===== src/rtl/pc_ctrl_pkg.sv =====
`default_nettype none
// ============================================================================
//  Module      : pc_ctrl_pkg
//  Description : Shared constants for the fetch program-counter controller:
//                FSM state encoding, default reset PC, instruction size.
//  Revision    : 1.0 - initial release
// ============================================================================
package pc_ctrl_pkg;

    localparam int          INSTR_BYTES      = 4;
    localparam logic [31:0] RESET_PC_DEFAULT = 32'h0000_3000;

    // FSM state encoding
    localparam logic [1:0]  ST_BOOT  = 2'd0;
    localparam logic [1:0]  ST_FETCH = 2'd1;
    localparam logic [1:0]  ST_DRAIN = 2'd2;
    localparam logic [1:0]  ST_HOLD  = 2'd3;

endpackage : pc_ctrl_pkg
`default_nettype wire


===== src/rtl/pc_ctrl_npc.sv =====
`default_nettype none
// ============================================================================
//  Module      : npc
//  Description : Combinational next-PC adder. Jumps produce pc+imm (bit 0
//                cleared for jalr); otherwise pc+INSTR_BYTES. Wraps mod 2^XLEN.
//  Revision    : 1.0 - initial release
// ============================================================================
module npc
    import pc_ctrl_pkg::*;
#(
    parameter int XLEN = 32
) (
    input  logic [XLEN-1:0] pc_i,
    input  logic            is_jump_i,
    input  logic            is_jalr_i,
    input  logic [XLEN-1:0] imm_i,
    output logic [XLEN-1:0] npc_o
);

    logic [XLEN-1:0] w_sum;

    // Add offset (imm or instruction size); jalr targets drop bit 0 only
    always_comb begin
        w_sum = pc_i + (is_jump_i ? imm_i : XLEN'(INSTR_BYTES));
        npc_o = w_sum;
        if (is_jump_i && is_jalr_i) begin
            npc_o[0] = 1'b0;
        end
    end

endmodule : npc
`default_nettype wire


===== src/rtl/pc_ctrl.sv =====
`default_nettype none
// ============================================================================
//  Module      : pc_ctrl
//  Description : Instruction-fetch PC controller. Issues fetch requests,
//                qualifies responses, and handles branch redirects that may
//                arrive while a request is still outstanding.
//  Revision    : 1.0 - initial release
// ============================================================================
module pc_ctrl
    import pc_ctrl_pkg::*;
#(
    parameter int              XLEN     = 32,
    parameter logic [XLEN-1:0] RESET_PC = XLEN'(RESET_PC_DEFAULT)
) (
    input  logic            clk,
    input  logic            rst,
    input  logic            stall_i,
    input  logic            redirect_valid_i,
    input  logic            redirect_is_jalr_i,
    input  logic [XLEN-1:0] redirect_base_i,
    input  logic [XLEN-1:0] redirect_imm_i,
    output logic            if_req_o,
    output logic [XLEN-1:0] if_addr_o,
    input  logic            if_ack_i,
    output logic            fetch_valid_o,
    output logic [XLEN-1:0] fetch_pc_o,
    output logic            squash_o
);

    logic [1:0]      state_q, state_d;
    logic [XLEN-1:0] pc_q, pc_d;
    logic [XLEN-1:0] pending_q, pending_d;
    logic [XLEN-1:0] w_target;
    logic [XLEN-1:0] w_seq_pc;
    logic [1:0]      w_after_ack;

    // Redirect target: base + imm
    npc #(.XLEN(XLEN)) u_npc_target (
        .pc_i      (redirect_base_i),
        .is_jump_i (1'b1),
        .is_jalr_i (redirect_is_jalr_i),
        .imm_i     (redirect_imm_i),
        .npc_o     (w_target)
    );

    // Sequential successor: pc + 4
    npc #(.XLEN(XLEN)) u_npc_seq (
        .pc_i      (pc_q),
        .is_jump_i (1'b0),
        .is_jalr_i (1'b0),
        .imm_i     ('0),
        .npc_o     (w_seq_pc)
    );

    // Where to go once the outstanding request is acknowledged
    assign w_after_ack = stall_i ? ST_HOLD : ST_FETCH;

    // Next-state, PC and pending-target selection
    always_comb begin
        state_d   = state_q;
        pc_d      = pc_q;
        pending_d = pending_q;
        case (state_q)
            ST_BOOT: begin
                state_d = ST_FETCH;
                pc_d    = RESET_PC;
            end
            ST_FETCH: begin
                if (redirect_valid_i) begin
                    if (if_ack_i) begin
                        pc_d    = w_target;
                        state_d = w_after_ack;
                    end else begin
                        // Request still in flight: remember target, keep address
                        pending_d = w_target;
                        state_d   = ST_DRAIN;
                    end
                end else if (if_ack_i) begin
                    pc_d    = w_seq_pc;
                    state_d = w_after_ack;
                end
            end
            ST_DRAIN: begin
                if (if_ack_i) begin
                    pc_d    = redirect_valid_i ? w_target : pending_q;
                    state_d = w_after_ack;
                end else if (redirect_valid_i) begin
                    pending_d = w_target;
                end
            end
            ST_HOLD: begin
                if (redirect_valid_i) begin
                    pc_d = w_target;
                end
                if (!stall_i) begin
                    state_d = ST_FETCH;
                end
            end
            default: state_d = ST_BOOT;
        endcase
    end

    // State registers with asynchronous reset
    always_ff @(posedge clk or posedge rst) begin
        if (rst) begin
            state_q   <= ST_BOOT;
            pc_q      <= RESET_PC;
            pending_q <= '0;
        end else begin
            state_q   <= state_d;
            pc_q      <= pc_d;
            pending_q <= pending_d;
        end
    end

    // Outputs decoded from state; BOOT during reset suppresses every pulse
    always_comb begin
        if_req_o      = (state_q == ST_FETCH) || (state_q == ST_DRAIN);
        if_addr_o     = pc_q;
        fetch_valid_o = (state_q == ST_FETCH) && if_ack_i && !redirect_valid_i;
        squash_o      = if_ack_i && (((state_q == ST_FETCH) && redirect_valid_i) ||
                                     (state_q == ST_DRAIN));
        fetch_pc_o    = fetch_valid_o ? pc_q : '0;
    end

endmodule : pc_ctrl
`default_nettype wire

===== config.mk =====
export PLATFORM = sky130hd
export DESIGN_NAME = pc_ctrl
export DESIGN_NICKNAME = d
export VERILOG_FILES = /design/src/rtl/pc_ctrl_pkg.sv /design/src/rtl/pc_ctrl_npc.sv /design/src/rtl/pc_ctrl.sv
export SDC_FILE = /design/constraint.sdc
export NUM_CORES = 1
export LEC_CHECK = 0
export CAP_MARGIN = 20
export CORE_MARGIN = 2
export CORE_UTILIZATION = 45
export CTS_CLUSTER_SIZE = 30
export DETAILED_ROUTE_END_ITERATION = 16
export DONT_BUFFER_PORTS = 1
export PLACE_DENSITY = 0.62
export SLEW_MARGIN = 20
export SYNTH_ARGS = -nofsm -noshare
export SYNTH_HDL_FRONTEND = slang
export SYNTH_SLANG_ARGS = --single-unit

===== constraint.sdc =====
create_clock -name clk -period 4.6 [get_ports clk]
set_input_delay 0.92 -clock clk [delete_from_list [all_inputs] [get_ports clk]]
set_output_delay 0.92 -clock clk [all_outputs]
set_load 0.02 [all_outputs]

==> flow_summary.toml, run 1 <==
[synth]
ys_types = 80
synth_area_um2 = 5922
avgSynthCellArea_um2 = 8.168
ys.flop_type = "dfrtp_1"
synth-edff-count = 0
syn_nets = 832
synthArstFlopShare_pct = 100.0
ys_seq_elements = 66
ys_warn_count = 0
yosysSeqAreaShare_pct = 27.93
netlist_instances = 725

[power_and_ir_drop]
power.share.sequential_pct = 36.2
power_mw = 3.569
leakagePower_nw = 2.815
switching_share_pct = 47.73
combPwrFrac_pct = 45.0
p_int_mw = 1.866
ir_drop_mv = 0.2731
power_density_nw_per_um2 = 564.0
power_frac_clock_pct = 18.8
p_sw_mw = 1.703

[timing]
slew_headroom_pct = 30.46
worst_pin_slew_ps = 1038
period_share_pct = 79.31
hold_viol = 0
clock_skew_ps = 9.648
period_needed_ps = 3648
final-setup-viol-count = 0
setup_tns_ps = 0
finalMaxSlewViolations = 0
rsz0062_at_grt = "no"
fmax_mhz = 274.1

[layout]
final_common_cell = "nand2_1"
nNetsFinal = 809
syn_to_final_growth_pct = 6.846
multi_input_area_um2 = 4051
diodes = 0
final_cell_mix = "nand2_1 (67), dfrtp_1 (64), o21ai_0 (62), a21oi_1 (56), nor2_1 (45)"
seq_area_um2 = 1654
fill_cells = 1259
layout-drive-gt1-share_pct = 9.065

[clocking]
cts.clk_slew.worst_paths_ps = 50
cts_buffers = 9
cts_setup_buffers = 0
clock_path_buffers = 2
clock-root-buffer = "clkbuf_16"
cts_sinks = 66
cts_resized = 0
htreeDepth = 3
cts_tree = "built"
clk_latency_ps = 330
hold_buffers = 0

[detailed_routing]
drt_iter0_markers = 559
viasPerCell = 6.552
wire_per_inst_um = 21.21
vias = 5753
first_pass_iters = 5
drc = 0
wirelength_mm = 18.62
ant_nets = 0

[floorplan]
fp.dieH_um = 118.7
io_pins = 137
die-area_um2 = 14090
core_um2 = 12720
initial_utilization_pct = 46.55
placementRows = 41
dieWidth_um = 118.7

[setup_path]
arrival_ps = 2730
required_ps = 3680
critPathCaptureType = "primary output"
worstSetupStartpointType = "register"
crit_type = "reg2out"
crit_fanout = 35

[global_routing]
grt_pass1_wl_mm = 29.85
grt_use_total_pct = 26.53
gr-total-overflow = 0
antenna_found_initial = 0
grt_pass1_vias = 5538
grt_max_degree = 45

[job]
maxCapViolations = 0

[place]
port_buffers = 0
place_hpwl_mm = 13.79
gp_congestion = 0.9017

[min_path]
hp-class = "reg2reg"

[outcome]
outcome = "completed"
-- final timing paths --
| kind | from | endpoint | slack [ps] | cells past startpoint |
|---|---|---|---|---|
| max | state_q[1] | fetch_pc_o[28] | 950 | 4 |
| min | pending_q[27] | pending_q[27] | 470 | 2 |
| max in group asynchronous | rst | if_addr_o[12] | 3070 | 2 |
| min reg2reg | pending_q[27] | pending_q[27] | 470 | 2 |
| min in group asynchronous | rst | if_addr_o[27] | 550 | 1 |
| max reg2reg | state_q[1] | if_addr_o[16] | 1190 | 8 |
-- through the flow --
step	setup slack (ps)	std cells	hold slack [ps]	cell area [um2]	utilization, %
6_report	951.8	878	473.3	6327	49.73
2_1_floorplan	1423	725	441.8	5922	-
3_5_place_dp	1216	863	462.6	6037	47.45
4_1_cts	949.0	878	474.6	6327	49.73
3_3_place_gp	1267	863	455.9	6037	47.45
5_1_grt	796.1	878	506.1	6327	49.73
-- registers in the layout (all words and copies together) (netlist names) --
signal     flops
if_addr_o     32
pending_q     32
state_q        2
-- cell type report --
cell class                      count  area share, %
Multi-Input combinational cell    602          64.03
Sequential cell                    66          26.14
Inverter                           15         0.8899
Timing Repair Buffer                8         0.9492
Tap cell                          172          3.401
Clock inverter                      2         0.1582
Clock buffer                       13          4.430
-- critical path, cell delays in order (launching register included) --
cell and delay [ps]:
dfrtp_1 420, inv_1 90, ha_1 510, nor2b_2 940, and3_1 420
-- metal layers --
metal | GRT usage (%) | wire [um]
met1 | 39.47 | 8778
met2 | 38.65 | 8071
met3 | 4.681 | 1472
met4 | 8.557 | 296
met5 | 0 | 0
-- synth_stat cells, drive strengths merged, types with 21 or more instances --
library cell	count	area, um2
xnor2	26	227.7
dfrtp	64	1602
and3	40	250.2
a21oi	57	296.5
clkbuf	33	125.1
nand3	27	140.1
xor2	22	192.7
nand2	67	251.5
nor2	46	175.2
a21o	21	160.2
ha	36	450.4
o21ai	65	325.3
-- cell families (layout without fill, tap and decap cells) --
kind of cell    Yosys count  count (layout)  synth area share (%)
compound gates          251             251                 28.86
xor+xnor                 48              48                 7.099
fa+ha+maj                37              37                 7.944
buf+inv                  57              38                 3.803
flops                    66              66                 27.93
mux                      11              11                 2.050
simple gates            255             255                 22.31
-- power groups by stage --
stage	Combinational, mW	Clock, mW	Sequential (mW)
after CTS	1.58	0.678	1.28
after global placement	1.54	0	1.28
final	1.61	0.671	1.29
after detailed placement	1.57	0	1.29
after global routing	1.77	0.703	1.33
after floorplan	1.21	0	1.17
Note: power is estimated with default switching activity, not from simulation.
==> inputs of run 2 (changes only) <==
- clock period: 4.6 -> 3.6 ns (I/O delays scaled with it)
==> run 2 against run 1 <==
Net effect: non-clock buffer count increased by 13; sequential share of layout area decreased by 0.59 points; die area unchanged; combinational power increased by 34%; cell count increased by 1.6%; setup slack got worse by 520 ps; design area increased by 2.3%; total power increased by 34%; clock-buffer cell count decreased by 1; clock power increased by 48%; core utilization increased by 1.2 points; via count increased by 0.76%; critical endpoint is now fetch_pc_o[26].
==> flow_summary.toml, run 2 (synthesis results as in run 1) <==
[outcome]
outcome = "completed"

[floorplan]
core_um2 = 12720
placementRows = 41
dieWidth_um = 118.7
fp.dieH_um = 118.7
initial_utilization_pct = 46.55
die-area_um2 = 14090
io_pins = 137

[place]
pre_cts_ws_ps = 446.9
place_inst = 876
port_buffers = 0
place_hpwl_mm = 14.39
gp_congestion = 0.9785

[clocking]
cts_tree = "built"
htreeDepth = 3
hold_buffers = 0
cts_setup_buffers = 0
clock_path_buffers = 2
cts_buffers = 9
cts_sinks = 66
clock-root-buffer = "clkbuf_16"
cts_resized = 0
clk_latency_ps = 340
cts.clk_slew.worst_paths_ps = 50

[setup_path]
rrSetupSlack_ps = 680
timing.rr.end = "if_addr_o[30]"
crit_fanout = 25
rr_startpoint = "state_q[1]"
required_ps = 2880
worstSetupStartpointType = "register"
critPathCaptureType = "primary output"
arrival_ps = 2440
crit_type = "reg2out"
reg2regPathDepth = 8

[detailed_routing]
vias = 5797
viasPerCell = 6.499
wirelength_mm = 18.95
wire_per_inst_um = 21.24
first_pass_iters = 5
drc = 0
ant_nets = 0
drt_iter0_markers = 546

[min_path]
hp-class = "in2async"

[layout]
seq_area_um2 = 1654
fill_cells = 1256
diodes = 0
final_cell_mix = "nand2_1 (67), dfrtp_1 (64), o21ai_0 (62), a21oi_1 (56), nor2_1 (45)"
layout-drive-gt1-share_pct = 10.83
syn_to_final_growth_pct = 9.318
final_common_cell = "nand2_1"
multi_input_area_um2 = 4051
final_cells = 892
nNetsFinal = 822

[global_routing]
gr-total-overflow = 0
grt_pass1_vias = 5570
grt_use_total_pct = 26.90
grt_max_degree = 35
grt_pass1_wl_mm = 30.18
antenna_found_initial = 0

[timing]
hold_viol = 0
setup_tns_ps = 0
slew_headroom_pct = 35.35
worst_pin_slew_ps = 966.2
period_needed_ps = 3163
final-setup-viol-count = 0
period_share_pct = 87.87
rsz0062_at_grt = "no"
fmax_mhz = 316.1
final.setup.worst_slack_ps = 436.7
finalMaxSlewViolations = 0
clock_skew_ps = 5.611

[job]
maxCapViolations = 0

[power_and_ir_drop]
power_density_nw_per_um2 = 740.0
ir_drop_mv = 0.2895
leakagePower_nw = 2.895
## run 2: worst max-delay path: stages, from the launching register on
cell and delay (ps):
dfrtp_1 420, inv_1 100, ha_1 530, nor2b_2 450, buf_4 280, and3_1 310
## run 2: final cells by class
type | instances | area share [%]
Timing Repair Buffer | 21 | 2.435
Clock inverter | 4 | 1.121
Multi-Input combinational cell | 602 | 62.58
Sequential cell | 66 | 25.55
Inverter | 15 | 0.8697
Clock buffer | 12 | 4.117
Tap cell | 172 | 3.324
## run 2: per-layer routing
layer / vias to the layer above / share of wire (%) / track usage (%)
met1: 2780 / 47 / 39.40
met2: 280 / 44 / 39.58
li1: 2711 / - / -
met5: - / 0 / 0
met3: 26 / 7.6 / 5.068
met4: 0 / 1.8 / 8.929
## run 2: where the power goes
part           internal [mW]  total [mW]  switching (mW)
Clock                  0.661       0.995           0.333
Sequential              1.07        1.65           0.575
Combinational          0.835        2.15            1.31
Total                   2.57        4.79            2.22
## run 2: worst max path at each step
stage | start | endpoint | slack, ps | cells past startpoint
after CTS | state_q[1] | fetch_pc_o[29] | 450 | 5
after global placement | redirect_base_i[0] | if_addr_o[30] | 490 | 9
after detailed placement | redirect_base_i[0] | if_addr_o[30] | 450 | 9
final | state_q[1] | fetch_pc_o[26] | 440 | 5
after global routing | state_q[1] | fetch_pc_o[31] | 280 | 5
after floorplan | redirect_base_i[0] | if_addr_o[30] | 620 | 9
## run 2: per-stage QoR
| stage | hold WS [ps] | cell area [um2] | util (%) | power [mW] |
|---|---|---|---|---|
| 2_1_floorplan | 441.8 | 5922 | - | 3.046 |
| 3_3_place_gp | 463.0 | 6135 | 48.22 | 3.679 |
| 3_5_place_dp | 470.4 | 6135 | 48.22 | 3.743 |
| 4_1_cts | 429.2 | 6474 | 50.89 | 4.753 |
| 5_1_grt | 464.5 | 6474 | 50.89 | 5.076 |
| 6_report | 395.1 | 6474 | 50.89 | 4.791 |
